[src/rtl/xbus_pkg.sv]
// Shared xbus definitions: default bus geometry, bridge FSM encoding and the slave address map
// used by the external decoder.
package xbus_pkg;

  localparam int unsigned XBUS_NSLAVES        = 4;
  localparam int unsigned XBUS_DATA_W         = 32;
  localparam int unsigned XBUS_ADDR_W         = 32;
  localparam int unsigned XBUS_TIMEOUT_CYCLES = 16;

  typedef enum logic [1:0] {
    ST_IDLE = 2'd0,
    ST_BUS  = 2'd1,
    ST_RESP = 2'd2
  } xbus_state_e;

  // Slave i owns every address with (addr & MASK[i]) == BASE[i]
  localparam logic [XBUS_ADDR_W-1:0] XBUS_SLV_BASE [XBUS_NSLAVES] =
    '{32'h0000_1000, 32'h8000_0000, 32'h0001_0000, 32'h4000_0000};
  localparam logic [XBUS_ADDR_W-1:0] XBUS_SLV_MASK [XBUS_NSLAVES] =
    '{32'hFFFF_F000, 32'hFFFF_0000, 32'hFFFF_0000, 32'hFFFF_0000};

  function automatic logic [XBUS_NSLAVES-1:0] xbus_decode(input logic [XBUS_ADDR_W-1:0] addr);
    logic [XBUS_NSLAVES-1:0] cs;
    cs = '0;
    for (int i = 0; i < int'(XBUS_NSLAVES); i++) begin
      cs[i] = ((addr & XBUS_SLV_MASK[i]) == XBUS_SLV_BASE[i]);
    end
    return cs;
  endfunction

endpackage

[src/rtl/xbus_resp_mux.sv]
// One-hot response mux: picks the selected slave's ack/read data and flags empty or
// overlapping chip selects.
module xbus_resp_mux #(
  parameter int unsigned NSLAVES = 4,
  parameter int unsigned DATA_W  = 32
) (
  input  logic [NSLAVES-1:0]        xbus_cs,
  input  logic [NSLAVES*DATA_W-1:0] xbus_rdata,
  input  logic [NSLAVES-1:0]        xbus_ack,
  output logic                      sel_ack,
  output logic [DATA_W-1:0]         sel_rdata,
  output logic                      cs_none,
  output logic                      cs_multi
);

  logic seen;

  // AND-OR mux; results are only meaningful when exactly one select is set
  always_comb begin
    sel_ack   = 1'b0;
    sel_rdata = '0;
    seen      = 1'b0;
    cs_multi  = 1'b0;
    for (int i = 0; i < int'(NSLAVES); i++) begin
      if (xbus_cs[i]) begin
        if (seen) begin
          cs_multi = 1'b1;
        end
        seen      = 1'b1;
        sel_ack   = sel_ack | xbus_ack[i];
        sel_rdata = sel_rdata | xbus_rdata[i*DATA_W +: DATA_W];
      end
    end
    cs_none = ~seen;
  end

endmodule

[src/rtl/xbus_master_bridge.sv]
// CPU-side xbus master: one outstanding load/store, IDLE -> BUS -> RESP.
// Define XBUS_TIMEOUT_EN to turn a slave that never acks into a bus error.
module xbus_master_bridge
  import xbus_pkg::*;
#(
  parameter int unsigned NSLAVES = XBUS_NSLAVES,
  parameter int unsigned DATA_W  = XBUS_DATA_W
`ifdef XBUS_TIMEOUT_EN
  ,
  parameter int unsigned TIMEOUT_CYCLES = XBUS_TIMEOUT_CYCLES
`endif
) (
  input  logic                      clk,
  input  logic                      rst,
  input  logic                      cpu_req,
  input  logic                      cpu_we,
  input  logic [XBUS_ADDR_W-1:0]    cpu_addr,
  input  logic [DATA_W-1:0]         cpu_wdata,
  input  logic [DATA_W/8-1:0]       cpu_be,
  output logic                      cpu_ready,
  output logic [DATA_W-1:0]         cpu_rdata,
  output logic                      cpu_err,
  output logic                      xbus_as,
  output logic [XBUS_ADDR_W-1:0]    xbus_addr,
  output logic                      xbus_we,
  output logic [DATA_W-1:0]         xbus_wdata,
  output logic [DATA_W/8-1:0]       xbus_be,
  input  logic [NSLAVES-1:0]        xbus_cs,
  input  logic [NSLAVES*DATA_W-1:0] xbus_rdata,
  input  logic [NSLAVES-1:0]        xbus_ack
);

  localparam int unsigned BE_W = DATA_W / 8;

  xbus_state_e              state_q, state_d;
  logic                     as_q, as_d;
  logic [XBUS_ADDR_W-1:0]   addr_q, addr_d;
  logic                     we_q, we_d;
  logic [DATA_W-1:0]        wdata_q, wdata_d;
  logic [BE_W-1:0]          be_q, be_d;
  logic                     ready_q, ready_d;
  logic                     err_q, err_d;
  logic [DATA_W-1:0]        rdata_q, rdata_d;

  logic                     sel_ack;
  logic [DATA_W-1:0]        sel_rdata;
  logic                     cs_none;
  logic                     cs_multi;
  logic                     timeout_c;

  xbus_resp_mux #(
    .NSLAVES (NSLAVES),
    .DATA_W  (DATA_W)
  ) u_resp_mux (
    .xbus_cs    (xbus_cs),
    .xbus_rdata (xbus_rdata),
    .xbus_ack   (xbus_ack),
    .sel_ack    (sel_ack),
    .sel_rdata  (sel_rdata),
    .cs_none    (cs_none),
    .cs_multi   (cs_multi)
  );

`ifdef XBUS_TIMEOUT_EN
  localparam int unsigned CNT_W = $clog2(TIMEOUT_CYCLES + 1);
  localparam logic [CNT_W-1:0] CNT_MAX  = '1;
  localparam logic [CNT_W-1:0] CNT_LAST = CNT_W'(TIMEOUT_CYCLES - 1);

  logic [CNT_W-1:0] cnt_q, cnt_d;

  // cnt_q counts the BUS cycles already spent without ack, so the
  // TIMEOUT_CYCLES-th unacked cycle is the one that gives up
  assign timeout_c = (cnt_q >= CNT_LAST);

  always_ff @(posedge clk) begin
    if (rst) begin
      cnt_q <= '0;
    end else begin
      cnt_q <= cnt_d;
    end
  end
`else
  assign timeout_c = 1'b0;
`endif

  always_ff @(posedge clk) begin
    if (rst) begin
      state_q <= ST_IDLE;
      as_q    <= 1'b0;
      addr_q  <= '0;
      we_q    <= 1'b0;
      wdata_q <= '0;
      be_q    <= '0;
      ready_q <= 1'b0;
      err_q   <= 1'b0;
      rdata_q <= '0;
    end else begin
      state_q <= state_d;
      as_q    <= as_d;
      addr_q  <= addr_d;
      we_q    <= we_d;
      wdata_q <= wdata_d;
      be_q    <= be_d;
      ready_q <= ready_d;
      err_q   <= err_d;
      rdata_q <= rdata_d;
    end
  end

  always_comb begin
    state_d = state_q;
    as_d    = as_q;
    addr_d  = addr_q;
    we_d    = we_q;
    wdata_d = wdata_q;
    be_d    = be_q;
    ready_d = 1'b0;
    err_d   = err_q;
    rdata_d = rdata_q;
`ifdef XBUS_TIMEOUT_EN
    cnt_d   = cnt_q;
`endif

    unique case (state_q)
      ST_IDLE: begin
        if (cpu_req) begin
          addr_d  = cpu_addr;
          we_d    = cpu_we;
          wdata_d = cpu_wdata;
          be_d    = cpu_be;
          as_d    = 1'b1;
          state_d = ST_BUS;
`ifdef XBUS_TIMEOUT_EN
          cnt_d   = '0;
`endif
        end
      end

      // Decode errors outrank an ack; an ack outranks the timeout
      ST_BUS: begin
        if (cs_none || cs_multi || (!sel_ack && timeout_c)) begin
          err_d   = 1'b1;
          rdata_d = '0;
          as_d    = 1'b0;
          ready_d = 1'b1;
          state_d = ST_RESP;
        end else if (sel_ack) begin
          rdata_d = we_q ? '0 : sel_rdata;
          as_d    = 1'b0;
          ready_d = 1'b1;
          state_d = ST_RESP;
        end
`ifdef XBUS_TIMEOUT_EN
        else if (cnt_q != CNT_MAX) begin
          cnt_d = cnt_q + CNT_W'(1);
        end
`endif
      end

      ST_RESP: begin
        err_d   = 1'b0;
        state_d = ST_IDLE;
      end

      default: begin
        as_d    = 1'b0;
        err_d   = 1'b0;
        state_d = ST_IDLE;
      end
    endcase
  end

  assign cpu_ready  = ready_q;
  assign cpu_rdata  = rdata_q;
  assign cpu_err    = err_q;
  assign xbus_as    = as_q;
  assign xbus_addr  = addr_q;
  assign xbus_we    = we_q;
  assign xbus_wdata = wdata_q;
  assign xbus_be    = be_q;

endmodule

[config.mk]
export PLATFORM = sky130hd
export DESIGN_NAME = xbus_master_bridge
export DESIGN_NICKNAME = d
export VERILOG_FILES = /design/src/rtl/xbus_pkg.sv /design/src/rtl/xbus_resp_mux.sv /design/src/rtl/xbus_master_bridge.sv
export SDC_FILE = /design/constraint.sdc
export NUM_CORES = 1
export LEC_CHECK = 0
export ABC_AREA = 1
export CORE_MARGIN = 4
export CORE_UTILIZATION = 34
export CTS_CLUSTER_DIAMETER = 80
export DETAILED_ROUTE_END_ITERATION = 7
export PLACE_DENSITY_LB_ADDON = 0.05
export SLEW_MARGIN = 20
export SYNTH_ARGS = -nofsm -noshare
export SYNTH_HDL_FRONTEND = slang
export SYNTH_SLANG_ARGS = --single-unit
[constraint.sdc]
create_clock -name clk -period 1.6 [get_ports clk]
set_clock_uncertainty 0.15 [all_clocks]
set_input_delay 0.48 -clock clk [delete_from_list [all_inputs] [get_ports clk]]
set_output_delay 0.48 -clock clk [all_outputs]
set_load 0.02 [all_outputs]
=== Word-level counts from Yosys, hierarchy flattened ===
Cells that the tools add are included.
W data, S select, Z words.

* Input bits: 208
* Output and inout port bits: 104
* Flip-flop bits (word level): 106

* Mux-type cells: 33
* Reductions and logical operators: 9
* Equal/unequal tests: 5
* Bitwise gates (word level): 10

{| class="wikitable"
|+ Operators with widths
! kind !! number
|-
| $mux W32 || 7
|-
| $or A32 B32 Y32 || 3
|-
| $mux W1 || 20
|-
| $reduce_and A2 Y1 || 4
|-
| $mux W2 || 3
|-
| $ne A2 B2 Y1 const B || 2
|-
| $not A1 Y1 || 4
|-
| $pmux W2 S2 || 1
|-
| $ne A3 B3 Y1 const B || 1
|-
| $or A1 B1 Y1 || 3
|-
| $pmux W1 S3 || 1
|-
| $reduce_and A3 Y1 || 1
|-
| $eq A2 B1 Y1 const B || 1
|-
| $eq A2 B2 Y1 const B || 1
|-
| $logic_not A2 Y1 || 1
|-
| $pmux W1 S2 || 1
|-
| $reduce_bool A2 Y1 || 1
|-
| $reduce_or A2 Y1 || 1
|-
| $logic_or A1 B1 Y1 || 1
|}

=== Logic depth before layout (Yosys ltp) ===
* Depth in word-level cells: 10
* Mapped depth: 11
* Depth with buffers taken out: 9

=== Modules after synthesis ===
A second synthesis with hierarchy kept.

* Cells, all modules: 667
* Area total of the unflattened synthesis: 4735.8 um2

{| class="wikitable"
|+ Modules (own cells, without submodules)
! module !! times used !! area each (um2) !! sequential area each (um2) !! cells an instance
|-
| xbus_master_bridge || 1 || 3801.1 || 2122.0 || 476
|-
| xbus_resp_mux || 1 || 934.6 || 0.0 || 191
|}

=== Worst setup path after synthesis ===
No wires, ideal clock.

* Path type: input port to flip-flop
* Start point: in xbus_cs[0]
* End point: reg rdata_q[23], in the netlist cpu_rdata[23]
* Cell stages on the path: 10
* Setup time: 0.113 ns
* Slack: -0.029 ns
* Arrival time: 1.367 ns
* Path through: buf_2 -> nand2_1 -> nand2_1 -> nor2_2 -> nand3_2 -> nand2_4 -> buf_6 -> nand2_1 -> nand2_1 -> nor2_1

* Word-level cells in the longest chain between the ends: 10

{| class="wikitable"
|+ Ends and longest elaborated chain
! element !! line !! source
|-
| start, declared || xbus_master_bridge.sv:28 || <nowiki>input logic [NSLAVES-1:0] xbus_cs,</nowiki>
|-
| $mux W32 or $mux W1 (tied branches) || xbus_resp_mux.sv:25 || <nowiki>if (xbus_cs[i]) begin</nowiki>
|-
| $or A32 B32 Y32 or $mux W1 (tied branches) || xbus_resp_mux.sv:31, xbus_resp_mux.sv:26 ||
|-
| $mux W32 or $mux W1 (tied branches) || xbus_resp_mux.sv:25 ||
|-
| $or A32 B32 Y32 or $mux W1 (tied branches) || xbus_resp_mux.sv:31, xbus_resp_mux.sv:26 ||
|-
| $mux W32 or $mux W1 (tied branches) || xbus_resp_mux.sv:25 ||
|-
| $or A32 B32 Y32 or $mux W1 (tied branches) || xbus_resp_mux.sv:31, xbus_resp_mux.sv:26 ||
|-
| $mux W32 or $mux W1 (tied branches) || xbus_resp_mux.sv:25 ||
|-
| $mux W32 or $logic_or A1 B1 Y1 (tied branches) || xbus_master_bridge.sv:148, xbus_master_bridge.sv:141 ||
|-
| $mux W32 or $reduce_bool A2 Y1 (tied branches) || - ||
|-
| $mux W32 or $reduce_and A2 Y1 (tied branches) || - ||
|-
| end signal, assigned || xbus_master_bridge.sv:106 || <nowiki>rdata_q <= rdata_d;</nowiki>
|-
| end, declared || xbus_master_bridge.sv:43 || <nowiki>logic [DATA_W-1:0] rdata_q, rdata_d;</nowiki>
|}

Several ways; a longest one is shown, not always the timed one. The select of a mux whose other input is x is not followed.
A chain may end at the register's enable or synchronous reset.

=== Worst setup path in the final report ===
* Start point: reg wdata_q[28], in the netlist xbus_wdata[28]
* End point: out xbus_wdata[28]

{| class="wikitable"
|+ RTL lines
! element !! line !! source
|-
| start, declared || xbus_master_bridge.sv:39 || <nowiki>logic [DATA_W-1:0] wdata_q, wdata_d;</nowiki>
|-
| start signal, assigned || xbus_master_bridge.sv:102 || <nowiki>wdata_q <= wdata_d;</nowiki>
|-
| end, declared || xbus_master_bridge.sv:26 || <nowiki>output logic [DATA_W-1:0] xbus_wdata,</nowiki>
|}

No word-level cell between the ends.

==> summary.txt <==
antenna viol nets, final: 0
status: finished clean
clk slew on worst S/H paths: 0.07 ns
area grow syn2layout: 68.3%
register area share after synthesis: 42.7%
P per Cell Area: 868 nW/µm²
clk buf depth: 2
Ant. Diodes: 0
final number of max-transition violations: 0
die area: 16600 µm²
syn_nets: 997
Max-Cap Viols: 0
most common cell after layout, fill and taps aside: nor2_1
DRT met1 WL: 7380 µm
Core Rows: 43
GRT Residual Overflow: 0
Critical Path RT: 0.97 ns
DR top layer: met4
CP arrival: 0.94 ns
Global Route Usage Sum: 20.8%
initial antenna violation count: 0
most frequent cells in the layout: nor2_1, nand2_1, clkdlybuf4s50_1, dfxtp_1, buf_2
Clk pwr share: 29.9%
Comb power frac: 29.1%
wire per inst: 14.4 µm
worst-path cell chain: clkdlybuf4s15_2
Internal: 5.00 mW
Yosys reg bits: 106
Max stage delay cell, worst path: dfxtp_1
fillers: 1466
CTS H-tree lvls: 3
minimum clock period: 1.57 ns
NetSw: 2.25 mW
switch share: 31.1%
Clock Tree Root: clkbuf_16
first-pass GRT wire length: 27500 µm
part of the cycle the worst path needs: 98.0%
Critical Path Start Type: flop
post-synth cell types: 18
first-pass iteration count of the detailed router: 4
Met3 Routed Length: 1780 µm
Rel. slew slack: 80.5%
DRC viols: 0
total number of vias: 5803
Hold Vio Cnt, Final: 0
syn avg cell area: 6.30 µm²
Min-Delay Path Class: reg -> reg
TritonCTS Sinks: 106
DRT iter0 DRCs: 297
metal2 WL: 9150 µm
register share of total power: 41.0%
Nets: 1308
Die Span Y: 129 µm
fmax: 638 MHz
Crit path max-delay family: flip-flops
peak per-stage delay on the critical path: 0.33 ns
final RePlAce weighted congestion: 0.805
DP HPWL: 14200 µm
fraction of layout cells with a size suffix above 1: 16.6%
vias in the first global route: 5438
port buffer count: 311
post-CTS setup buffers: 0
post-synthesis cell area: 4970 µm²
Clk Latency, worst-skew pair: 0.35 ns
Synth Warn #: 0
Cells after Synth: 789
Peak VDD IR: 0.749 mV
worst path buffer plus inverter count: 1
Setup-failing EPs final: 0
Worst Hold Slack: 0.327 ns
Setup CP Type: reg -> out
largest net degree at the start of global routing: 39
final core utilization: 59.3%
TritonCTS clock tree: yes
final WL: 18500 µm
CP Capture Type: output pin
Via-to-Cell Ratio: 4.52
Max FO, Critical Path: 2
RSZ-0062 raised after global routing: false
worst-margin pin slew: 0.292 ns
Leak: 4.18 nW
IO Pins: 312
core area: 14100 µm²
Starting Density: 35.2%
TritonCTS Buffers: 9
die width: 129 µm
-- through the flow --
step / instance area (µm²) / setup TNS, ns / total power [mW] / setup WS [ns] / std cells
after floorplan: 4990 / 0 / 4.08 / 0.00934 / 789
after global placement: 8480 / -34.43 / 5.32 / -0.569 / 1265
after detailed placement: 8480 / -35.71 / 5.34 / -0.593 / 1265
after CTS: 8490 / -0.00512 / 7.37 / -0.00349 / 1281
after global routing: 8360 / 0 / 7.68 / 0.000776 / 1285
final: 8360 / 0 / 7.26 / 0.0326 / 1285
-- what timing repair did --
item | CTS | global route
pin swaps | 0 | 5
cloned | 0 | 4
resized for setup | 377 | 51
hold buffers | 0 | 0
setup endpoints to repair | 138 | 69
-- sequential cells by signal (all words and copies together) (netlist names) --
register / flops
state_q: 2
xbus_addr: 32
xbus_be: 4
xbus_wdata: 32
cpu_ready: 1
xbus_as: 1
cpu_err: 1
cpu_rdata: 32
xbus_we: 1
-- synthesized netlist by cell type --
cell | number | area [µm²]
nor2_1 | 237 | 890
nand4_1 | 33 | 206
buf_2 | 17 | 85.1
dfxtp_1 | 106 | 2120
inv_1 | 37 | 139
nand3_2 | 1 | 10.0
o21ai_0 | 70 | 350
clkbuf_1 | 25 | 93.8
buf_6 | 6 | 67.6
nor3_1 | 1 | 5.00
nand2_4 | 1 | 11.3
buf_4 | 5 | 37.5
a21oi_1 | 3 | 15.0
nor2_2 | 1 | 6.26
nand3_1 | 1 | 5.00
nand2_1 | 238 | 893
nand2_2 | 2 | 12.5
inv_2 | 5 | 18.8
-- path summary, 6_finish.rpt --
path              cells past startpoint             end           start  slack [ns]
setup / recovery                      1  xbus_wdata[28]  xbus_wdata[28]        0.03
hold / removal                        2    xbus_addr[1]    xbus_addr[1]        0.33
setup reg to reg                      6   cpu_rdata[20]      state_q[0]        0.15
hold reg to reg                       2    xbus_addr[1]    xbus_addr[1]        0.33
-- routing by layer --
layer	vias up	global-route usage, %
met3	13	8.80
li1	3048	-
met4	0	3.52
met2	182	37.9
met5	-	0
met1	2560	22.9
-- cell families (layout without fill, tap and decap cells) --
logic type      count (synthesis)  after routing  synth area share, %
flops                         106            106                 42.7
buf+inv                        95            411                 8.89
simple gates                  515            515                 41.0
compound gates                 73             73                 7.35
-- layout make-up --
type	count	area [µm²]	share of cell area (%)
clock inverter	6	47.5	0.569
inverter	42	158	1.89
tap	180	225	2.69
multi-input combinational	588	2430	29.0
timing repair buffer	353	3140	37.6
sequential	106	2120	25.4
clock buffer	10	239	2.86
-- tightest hold or removal path, cell delays in order, from the launching register on --
cell and delay [ns]:
dfxtp_1 0.32, nor2_1 0.04, nor2_1 0.08
-- power by group through the flow --
stage | Sequential [mW] | Combinational [mW] | Clock [mW]
floorplan | 3.32 | 0.765 | 0
global placement | 3.04 | 2.28 | 0
detailed placement | 3.05 | 2.29 | 0
global route | 3.01 | 2.33 | 2.35
CTS | 2.98 | 2.15 | 2.24
finish | 2.98 | 2.11 | 2.17
Note: power is estimated with default switching activity, not from simulation.
